--- config.mk ---
export PLATFORM = sky130hd
export DESIGN_NAME = uart_tx_cfg
export DESIGN_NICKNAME = d
export VERILOG_FILES = /design/src/rtl/uart_tx_cfg.sv
export SDC_FILE = /design/constraint.sdc
export NUM_CORES = 1
export LEC_CHECK = 0
export BUFFER_PORTS_ARGS = -buffer_cell sky130_fd_sc_hd__buf_2
export CAP_MARGIN = 20
export CORE_MARGIN = 2
export CORE_UTILIZATION = 55
export CTS_CLUSTER_DIAMETER = 80
export DETAILED_ROUTE_END_ITERATION = 6
export PLACE_DENSITY = 0.73
export SLEW_MARGIN = 20
export SYNTH_ARGS = -nofsm -noshare
export SYNTH_HDL_FRONTEND = slang
export SYNTH_SLANG_ARGS = --single-unit
--- constraint.sdc ---
create_clock -name clk_i -period 9.75 [get_ports clk_i]
set_clock_uncertainty 0.15 [all_clocks]
set_input_delay 0.975 -clock clk_i [delete_from_list [all_inputs] [get_ports clk_i]]
set_output_delay 0.975 -clock clk_i [all_outputs]
set_load 0.03 [all_outputs]
--- src/rtl/uart_tx_cfg.sv ---
`timescale 1ns/1ps
// Runtime-configurable UART transmitter: 5..MAX_DATA_W data bits, optional parity, 1/2 stop, break.
// Start bit appears the cycle after accept; ready only in IDLE without break, config frozen per frame.
module uart_tx_cfg #(
  parameter int unsigned MAX_DATA_W = 9,
  parameter int unsigned CNT_W      = 16,
  parameter int unsigned BITS_W     = 4
) (
  input  logic                  clk_i,
  input  logic                  rst_ni,
  input  logic                  tx_valid_i,
  output logic                  tx_ready_o,
  input  logic [MAX_DATA_W-1:0] tx_data_i,
  input  logic [BITS_W-1:0]     data_bits_i,
  input  logic                  parity_en_i,
  input  logic                  parity_odd_i,
  input  logic                  stop2_i,
  input  logic [CNT_W-1:0]      clks_per_bit_i,
  input  logic                  break_i,
  output logic                  tx_o,
  output logic                  tx_busy_o,
  output logic                  tx_done_o
);

  typedef enum logic [2:0] {
    ST_IDLE   = 3'd0,
    ST_START  = 3'd1,
    ST_DATA   = 3'd2,
    ST_PARITY = 3'd3,
    ST_STOP   = 3'd4
  } state_t;

  state_t                state_q, state_d;
  logic [CNT_W-1:0]      cnt_q, cnt_d;
  logic [BITS_W-1:0]     idx_q, idx_d;
  logic [MAX_DATA_W-1:0] shreg_q, shreg_d;
  logic                  tx_q, tx_d;
  logic                  done_q, done_d;

  logic [CNT_W-1:0]      cpb_q;
  logic [BITS_W-1:0]     bits_q;
  logic                  pen_q;
  logic                  stop2_q;
  logic                  par_q;

  logic [BITS_W-1:0]     bits_eff;
  logic [MAX_DATA_W-1:0] data_mask;
  logic [CNT_W-1:0]      cpb_eff;
  logic                  accept;
  logic                  bit_end;
  logic                  last_data;
  logic                  last_stop;

  assign tx_ready_o = rst_ni && (state_q == ST_IDLE) && !break_i;
  assign accept     = tx_valid_i && tx_ready_o;
  assign tx_busy_o  = (state_q != ST_IDLE);
  assign tx_o       = tx_q;
  assign tx_done_o  = done_q;

  // Out-of-range frame settings are clamped once, at accept time.
  always_comb begin
    bits_eff = data_bits_i;
    if (data_bits_i < BITS_W'(5)) begin
      bits_eff = BITS_W'(5);
    end else if (data_bits_i > BITS_W'(MAX_DATA_W)) begin
      bits_eff = BITS_W'(MAX_DATA_W);
    end
    data_mask = '0;
    for (int i = 0; i < int'(MAX_DATA_W); i++) begin
      data_mask[i] = (BITS_W'(i) < bits_eff);
    end
    cpb_eff = (clks_per_bit_i == '0) ? CNT_W'(1) : clks_per_bit_i;
  end

  always_ff @(posedge clk_i or negedge rst_ni) begin
    if (!rst_ni) begin
      cpb_q   <= CNT_W'(1);
      bits_q  <= BITS_W'(5);
      pen_q   <= 1'b0;
      stop2_q <= 1'b0;
      par_q   <= 1'b0;
    end else if (accept) begin
      cpb_q   <= cpb_eff;
      bits_q  <= bits_eff;
      pen_q   <= parity_en_i;
      stop2_q <= stop2_i;
      par_q   <= (^(tx_data_i & data_mask)) ^ parity_odd_i;
    end
  end

  assign bit_end   = (cnt_q == cpb_q - CNT_W'(1));
  assign last_data = (idx_q == bits_q - BITS_W'(1));
  assign last_stop = (idx_q == {{(BITS_W-1){1'b0}}, stop2_q});

  always_comb begin
    state_d = state_q;
    cnt_d   = cnt_q;
    idx_d   = idx_q;
    shreg_d = shreg_q;
    done_d  = 1'b0;
    tx_d    = 1'b1;

    if (state_q != ST_IDLE) begin
      cnt_d = bit_end ? '0 : cnt_q + CNT_W'(1);
    end

    unique case (state_q)
      ST_IDLE: begin
        cnt_d = '0;
        idx_d = '0;
        if (accept) begin
          state_d = ST_START;
          shreg_d = tx_data_i & data_mask;
        end
      end
      ST_START: begin
        if (bit_end) begin
          state_d = ST_DATA;
          idx_d   = '0;
        end
      end
      ST_DATA: begin
        if (bit_end) begin
          shreg_d = shreg_q >> 1;
          if (last_data) begin
            state_d = pen_q ? ST_PARITY : ST_STOP;
            idx_d   = '0;
          end else begin
            idx_d = idx_q + BITS_W'(1);
          end
        end
      end
      ST_PARITY: begin
        if (bit_end) begin
          state_d = ST_STOP;
          idx_d   = '0;
        end
      end
      ST_STOP: begin
        if (bit_end) begin
          if (last_stop) begin
            state_d = ST_IDLE;
            done_d  = 1'b1;
          end else begin
            idx_d = idx_q + BITS_W'(1);
          end
        end
      end
      default: begin
        state_d = ST_IDLE;
        cnt_d   = '0;
        idx_d   = '0;
      end
    endcase

    // Line level is registered from the next state so the pad never glitches.
    unique case (state_d)
      ST_START:  tx_d = 1'b0;
      ST_DATA:   tx_d = shreg_d[0];
      ST_PARITY: tx_d = par_q;
      ST_STOP:   tx_d = 1'b1;
      default:   tx_d = !break_i;
    endcase
  end

  always_ff @(posedge clk_i or negedge rst_ni) begin
    if (!rst_ni) begin
      state_q <= ST_IDLE;
      cnt_q   <= '0;
      idx_q   <= '0;
      shreg_q <= '0;
      tx_q    <= 1'b1;
      done_q  <= 1'b0;
    end else begin
      state_q <= state_d;
      cnt_q   <= cnt_d;
      idx_q   <= idx_d;
      shreg_q <= shreg_d;
      tx_q    <= tx_d;
      done_q  <= done_d;
    end
  end

endmodule

=== Word level (Yosys, flattened, before mapping) ===
Index checks and enable logic that the tools add are counted.
Widths: inputs -> output; s select.

* $add $sub $neg: 4
* Magnitude comparators: 11
* Eq/ne operators: 17
* Muxes and demuxes: 28
* Bitwise gates (word level): 2
* Reductions and logical operators: 13

{| class="wikitable"
|+ Operators by type and width
! kind !! number
|-
| $mux 16 || 4
|-
| $mux 4 || 7
|-
| $mux 3 || 8
|-
| $mux 9 || 2
|-
| $pmux 9 s2 || 1
|-
| $add 16x1->16 const B || 1
|-
| $eq 16x16->1 || 1
|-
| $logic_not 16->1 || 1
|-
| $lt 3x4->1 const A || 4
|-
| $sub 16x1->16 const B || 1
|-
| $pmux 3 s5 || 1
|-
| $eq 3x2->1 const B || 4
|-
| $pmux 4 s3 || 1
|-
| $and 9x9->9 || 1
|-
| $reduce_xor 9->1 || 1
|-
| $lt 1x4->1 const A || 2
|-
| $lt 2x4->1 const A || 2
|-
| $ne 2x2->1 const B || 4
|-
| $eq 3x1->1 const B || 2
|-
| $eq 3x3->1 const B || 2
|-
| $add 4x1->4 const B || 1
|-
| $eq 4x1->1 || 1
|-
| $eq 4x4->1 || 1
|-
| $gt 4x4->1 const B || 1
|-
| 16 further kinds || 21
|}

* Flip-flop bits (word level): 57
* Input bits: 36
* Output and inout bits: 4
* Word-level logic and storage cells: 87

=== Longest topological paths before layout ===
Gate-level depths: netlist (run 1).

* Depth in word-level cells: 8
* Depth in mapped cells: 13

=== Least setup slack after synthesis (run 1) ===
No wires, ideal clock.

* Path kind: register -> register
* Start: reg state_q[0]
* End: reg tx_q (netlist: tx_o)
* Setup time: 84 ps
* Data arrival time: 2963 ps
* Data required time: 9516 ps
* Slack: 6553 ps
* Stages on the path, launching flop included: 8
* Period minus slack after synthesis: 3197 ps
* Cells stage by stage: dfrtp_1 or3_1 nor3b_1 nand2_1 o21ai_0 mux2i_1 or2_2 a311o_1

* Longest elaborated chain between the ends: 8

{| class="wikitable"
|+ RTL lines
! item !! line !! source
|-
| from (decl) || 33 || <nowiki>state_t state_q, state_d;</nowiki>
|-
| from (signal assigned) || 175 || <nowiki>state_q <= state_d;</nowiki>
|-
| $logic_not 3->1 (*) || 54 || <nowiki>assign tx_ready_o = rst_ni && (state_q == ST_IDLE) && !break_i;</nowiki>
|-
| $logic_and 1x1->1 (*) (2 in series) || 54 ||
|-
| net tx_ready_o || 12 || <nowiki>output logic tx_ready_o,</nowiki>
|-
| $logic_and 1x1->1 (*) || 55 || <nowiki>assign accept = tx_valid_i && tx_ready_o;</nowiki>
|-
| $mux 3 || 111 || <nowiki>if (accept) begin</nowiki>
|-
| $pmux 3 s5 || 107 || <nowiki>unique case (state_q)</nowiki>
|-
| $eq 3x3->1 (tied with other cells) || 157 || <nowiki>unique case (state_d)</nowiki>
|-
| $pmux 1 s4 (*) || 157 ||
|-
| net tx_d || 37 || <nowiki>logic tx_q, tx_d;</nowiki>
|-
| to (signal assigned) || 179 || <nowiki>tx_q <= tx_d;</nowiki>
|-
| to (decl) || 37 ||
|}

Mark *: on every way through the listed nets, which the timed path passes. The rest lies on a longest branch. The select of a mux whose other input is x is not followed.
A chain may end at the register's enable or synchronous reset.

=== Worst setup path after layout (run 1) ===
* Start: reg cpb_q[1]
* End: reg tx_q (netlist: tx_o)

* Longest elaborated chain between the ends: 6

{| class="wikitable"
|+ RTL lines
! item !! line !! source
|-
| from (decl) || 40 || <nowiki>logic [CNT_W-1:0] cpb_q;</nowiki>
|-
| from (signal assigned) || 83 || <nowiki>cpb_q <= cpb_eff;</nowiki>
|-
| $sub 16x1->16 (*) || 91 || <nowiki>assign bit_end = (cnt_q == cpb_q - CNT_W'(1));</nowiki>
|-
| $eq 16x16->1 (*) || 91 ||
|-
| $mux 3, on equally long branches || -- ||
|-
| $pmux 3 s5 || 107 ||
|-
| $eq 3x3->1 (tied with other cells) || 157 ||
|-
| $pmux 1 s4 (*) || 157 ||
|-
| net tx_d || 37 ||
|}

Marked as above.

==> flow_summary.yaml, run 1 <==
outcome:
  run_status: "finished clean"
layout:
  drive_gt1_frac: 0.160
  fillers: 538
  nets: 478
  regArea_mm2: 0.00143
  multi_input_area_mm2: 0.00195
  instances_no_fill: 520
  mostFrequentLayoutCell: "nand2_1"
  most-common-layout-cells: "nand2_1 (59), dfrtp_1 (53), buf_2 (39)"
  area_delta_synth_final_pct: 12.2
  n_antenna_cell: 0
route:
  drtAntennaViolNets: 0
  vias: 3033
  drt_iter0_drc: 128
  drc: 0
  routedWlPerCell_um: 15.3
  vias_per_cell: 5.83
  dr.pass1.iters: 4
  drt_wl_total_um: 7960
hold_path:
  min_path_type: "reg2reg"
sta:
  hold_viol: 0
  timing.final.crit_share: 0.366
  worst_slew_pin_slew_ns: 0.742
  fin_setup_tns_ns: 0
  fmax_mhz: 280
  drv_slew: 0
  setup_viol: 0
  relSlewSlack: 0.504
  layout_min_cycle_time_ns: 3.57
  rsz0062_at_grt: "no"
synth:
  mappedNetlistArea_mm2: 0.00354
  synth.area.top_cells: "dfrtp_1 (37%), xnor2_1 (6.7%), nand2_1 (6.3%), xor2_1 (6.2%), nor2_1 (3.9%)"
  yosys.area.top_type: "dfrtp_1"
  synth-async-reset-ratio: 1.00
  ys_warn_count: 0
  synthCells: 408
  synth.avg_cell_area_um2: 8.68
  synth_edf_count: 0
  synth_seq_cells: 57
  synth_top_area_share: 0.374
  ys.flop_type: "dfrtp_1"
  syn_nets: 448
  synth_seq_area_share: 0.404
  yosysUniqueCellTypes: 61
die:
  die-height_um: 84.3
  io_pins: 40
  dieArea_mm2: 0.00710
  coreArea_mm2: 0.00628
  start_util: 0.564
  die_w_um: 84.3
  rows: 29
clock_tree:
  clock_latency_ns: 0.34
  cts_buffer_depth: 2
  post_cts_resize_count: 0
  cts_root_buf: "clkbuf_8"
  cts.clk_slew.worst_paths_ns: 0.07
  cts_num_sinks: 57
  cts_hold_buffers: 0
  tritoncts: "built"
  cts_setup_buffers: 0
  cts_buffers: 9
  htreeDepth: 3
worst_setup_path:
  cp.required_ns: 9.86
  crit_arrival_ns: 3.68
  worstPathMaxFanout: 9
  worstSetupStartpointType: "flop"
  criticalPathCategory: "reg2reg"
  end_kind: "flop"
place:
  gp_congestion: 0.914
  dp_hpwl_um: 5740
  port-buffer-count: 39
  placed_cells: 504
grt:
  antenna_found_initial: 0
  grt.total_usage: 0.231
  grt_pass1_wl_um: 13200
  grt_pass1_vias: 2865
  grt_max_degree: 59
  grt_overflow: 0
flow_run:
  cap_violations: 0
power_and_ir_drop:
  finalPower_w: 0.000947
  p_leak_nw: 1.90
  irDropWorstVdd_uv: 144
  p_per_area_mw_per_mm2: 238
## worst max-delay path: stages, from the launching register on
cell and delay, ns:
dfrtp_1 0.39, inv_1 0.07, ha_1 0.31, nor4b_1 0.61, and4_1 0.30, nor3_1 0.07
nor4_1 0.30, nand4_2 0.31, or4_1 0.51, o2111a_1 0.16, a311o_1 0.31
## area by class of cell
class,count,share of cell area
clock buffer,13,0.0400
clock inverter,3,0.0164
inverter,19,0.0179
multi-input combinational,311,0.490
sequential,57,0.360
tap,77,0.0242
timing repair buffer,40,0.0510
## sequential cells by signal, summed over array words and instances (netlist names), 3 cells and up
register  count
bits_q        4
shreg_q       9
cnt_q        16
state_q       3
idx_q         4
cpb_q        16
## cells by family (layout without fill, tap and decap cells)
family	after synthesis	after routing	share of synthesized area
AOI/OAI and AO/OA	72	72	0.139
xor gates and xnor gates	52	52	0.129
adders and majority gates	4	4	0.0141
buffers and inverters	40	75	0.0463
DFF	57	57	0.404
muxes	5	5	0.0152
and+or+nand+nor	178	178	0.252
## per-layer routing
| metal | track usage | part of all wire | up-vias |
|---|---|---|---|
| met4 | 0.106 | 0.018 | 0 |
| li1 | - | - | 1482 |
| met1 | 0.289 | 0.45 | 1489 |
| met3 | 0.0354 | 0.029 | 12 |
| met5 | 0 | 0 | - |
| met2 | 0.392 | 0.50 | 50 |
## report_power, final
group          total [W]  switching, W  internal (W)
clock network   0.000254     0.0000957      0.000158
registers       0.000377     0.0000782      0.000299
logic           0.000316      0.000178      0.000137
## cells in the mapped netlist, types with 3 or more instances
cell	n
and2_1	3
and3_1	6
a21o_1	7
or3_1	4
nor4_1	9
ha_1	4
xor2_1	25
nand3_1	14
nor2_1	37
dfstp_2	4
inv_1	19
o2bb2ai_1	4
nand4_1	4
or4_1	6
nor2b_1	3
o21ai_0	24
a21oi_1	10
nor3_1	14
mux2_2	3
buf_2	4
xnor2_1	27
nand2_1	59
dfrtp_1	53
clkbuf_1	15
a22o_1	4
## metrics by stage
step	worst slack (ns)	hold slack, ns	instance area [µm²]	utilization
2_1_floorplan	6.55	0.292	3540	-
3_3_place_gp	5.74	0.310	3750	0.597
3_5_place_dp	5.68	0.316	3750	0.597
4_1_cts	6.05	0.332	3970	0.633
5_1_grt	5.81	0.336	3980	0.633
6_report	6.18	0.334	3980	0.633
## worst paths after layout
path / slack [ns] / endpoint / cells after the start / start
worst max-delay path: 6.18 / tx_o / 10 / cpb_q[1]
worst min-delay path: 0.33 / shreg_q[4] / 1 / shreg_q[4]
worst max register to register: 6.18 / tx_o / 10 / cpb_q[1]
worst min register to register: 0.33 / shreg_q[4] / 1 / shreg_q[4]
max in group asynchronous: 8.33 / cpb_q[2] / 2 / rst_ni
min in group asynchronous: 0.62 / cnt_q[2] / 2 / rst_ni
Power figures use the tool's default switching activity.
==> inputs of run 2 (changes only) <==
CORE_UTILIZATION = 53   (was 55)
clock period = 3.07 ns   (was 9.75 ns; I/O delays follow)
==> run 2 against run 1 <==
Net effect:
- first-iteration DRC count grew 20%
- die area grew 3.6%
- maximum frequency grew 17%
- sequential power grew to 3.1 times the previous value
- via count grew 4.9%
- largest cell class unchanged
- highest routed layer unchanged
==> flow_summary.yaml, run 2 (synthesis results as in run 1) <==
flow_run:
  cap_violations: 0
grt:
  grt_pass1_wl_um: 14600
  grt_max_degree: 58
  grt_pass1_vias: 3116
  antenna_found_initial: 0
  grt_overflow: 0
  grt.total_usage: 0.253
layout:
  regArea_mm2: 0.00143
  n_antenna_cell: 0
  most-common-layout-cells: "nand2_1 (59), dfrtp_1 (51), buf_2 (39)"
  multi_input_area_mm2: 0.00205
  largestRegisters: "cnt_q x16, cpb_q x16, shreg_q x9"
  nets: 518
  area_delta_synth_final_pct: 22.7
  fillers: 509
  mostFrequentLayoutCell: "nand2_1"
  drive_gt1_frac: 0.267
power_and_ir_drop:
  p_sw_w: 0.00120
  p_sw_frac: 0.384
  p_seq_frac: 0.373
  power_frac_clock: 0.212
  irDropWorstVdd_uv: 407
  p_per_area_mw_per_mm2: 721
  p_leak_nw: 2.10
  power.internal_w: 0.00193
  comb_power_share: 0.415
place:
  gp_congestion: 0.901
  dp_hpwl_um: 6460
  port-buffer-count: 39
clock_tree:
  cts_num_sinks: 57
  cts.clk_slew.worst_paths_ns: 0.07
  cts_buffer_depth: 2
  tritoncts: "built"
  htreeDepth: 3
  cts_root_buf: "clkbuf_8"
  cts_buffers: 9
  clock_latency_ns: 0.34
sta:
  relSlewSlack: 0.525
  worst_slew_pin_slew_ns: 0.713
  timing.final.crit_share: 0.994
  drv_slew: 0
  layout_min_cycle_time_ns: 3.05
  rsz0062_at_grt: "yes"
  holdWs_ns: 0.0176
  setup_viol: 0
  fmax_mhz: 328
  hold_viol: 0
  fin_setup_tns_ns: 0
worst_setup_path:
  worstSetupStartpointType: "flop"
  end_kind: "flop"
  criticalPathCategory: "reg2reg"
  r2r.worst_path.cells: 11
  cp.required_ns: 3.18
  crit_arrival_ns: 3.16
  worstPathMaxFanout: 5
die:
  io_pins: 40
  start_util: 0.552
  dieArea_mm2: 0.00736
  coreArea_mm2: 0.00642
  die-height_um: 85.8
  die_w_um: 85.8
  rows: 29
hold_path:
  min_path_type: "in2async"
route:
  drt_iter0_drc: 154
  routedWlPerCell_um: 15.4
  dr.pass1.iters: 4
  drtAntennaViolNets: 0
  drt_wl_total_um: 8640
  vias: 3181
  vias_per_cell: 5.68
  drc: 0
outcome:
  run_status: "finished clean"
[run 2: cell count changes in the layout (fill, tap and decap cells not counted), moves of 3 or more]
cell / before / now
or4_1: 6 / 3
buf_4: 1 / 38
clkinv_2: 1 / 4
or4_4: 0 / 3
[run 2: metrics by stage]
step	cell area, µm²	total power (W)	worst slack [ns]	cells	utilization
finish	4350	0.00314	0.0179	560	0.677
global route	4350	0.00335	-0.0608	560	0.677
CTS	4270	0.00309	0.0146	556	0.664
detailed placement	4050	0.00239	-0.0800	539	0.631
global placement	4050	0.00237	0.00398	539	0.631
floorplan	3600	0.00199	-0.00273	408	-
[run 2: worst max-delay path, cell delays in order (launching register included)]
cell,delay [ns]
dfstp_2,0.54
inv_2,0.05
ha_4,0.16
nor4b_2,0.17
and3_1,0.20
or4_1,0.50
a31oi_1,0.20
and4_4,0.29
buf_4,0.13
a21oi_1,0.06
a21o_1,0.20
a311o_1,0.32
[run 2: path summary, 6_finish.rpt]
path,to,from,slack [ns]
min in group clk_i,pen_q,parity_en_i,0.03
min,cpb_q[2],rst_ni,0.02
max in group asynchronous,cpb_q[5],rst_ni,2.23
max reg2reg,tx_o,cpb_q[0],0.02
max,tx_o,cpb_q[0],0.02
min reg2reg,shreg_q[2],shreg_q[2],0.33
[run 2: what timing repair did]
action,4_1_cts,5_1_grt
gates resized for setup,5,13
pin swaps,2,8
buffers inserted,0,4
setup endpoints to repair,5,6
hold buffers,1,0
hold endpoints to repair,1,0
cloned,0,0
[run 2: final cells by class]
type                       instances  share of cell area
timing repair buffer              80               0.118
sequential                        57               0.330
clock inverter                     6              0.0135
clock buffer                      10              0.0294
multi-input combinational        311               0.471
tap                               77              0.0222
inverter                          19              0.0164
[run 2: metal layers]
| metal | share of wire | wire, µm | GRT usage |
|---|---|---|---|
| met3 | 0.055 | 478 | 0.0356 |
| met5 | 0 | 0 | 0 |
| met4 | 0.024 | 207 | 0.0909 |
| met2 | 0.50 | 4280 | 0.429 |
| met1 | 0.42 | 3670 | 0.333 |
[run 2: power groups by stage]
stage / registers, W / clock network [W] / logic (W)
2_1_floorplan: 0.00112 / 0 / 0.000870
3_3_place_gp: 0.00117 / 0 / 0.00120
3_5_place_dp: 0.00118 / 0 / 0.00122
4_1_cts: 0.00117 / 0.000675 / 0.00124
5_1_grt: 0.00120 / 0.000707 / 0.00144
6_report: 0.00117 / 0.000665 / 0.00130
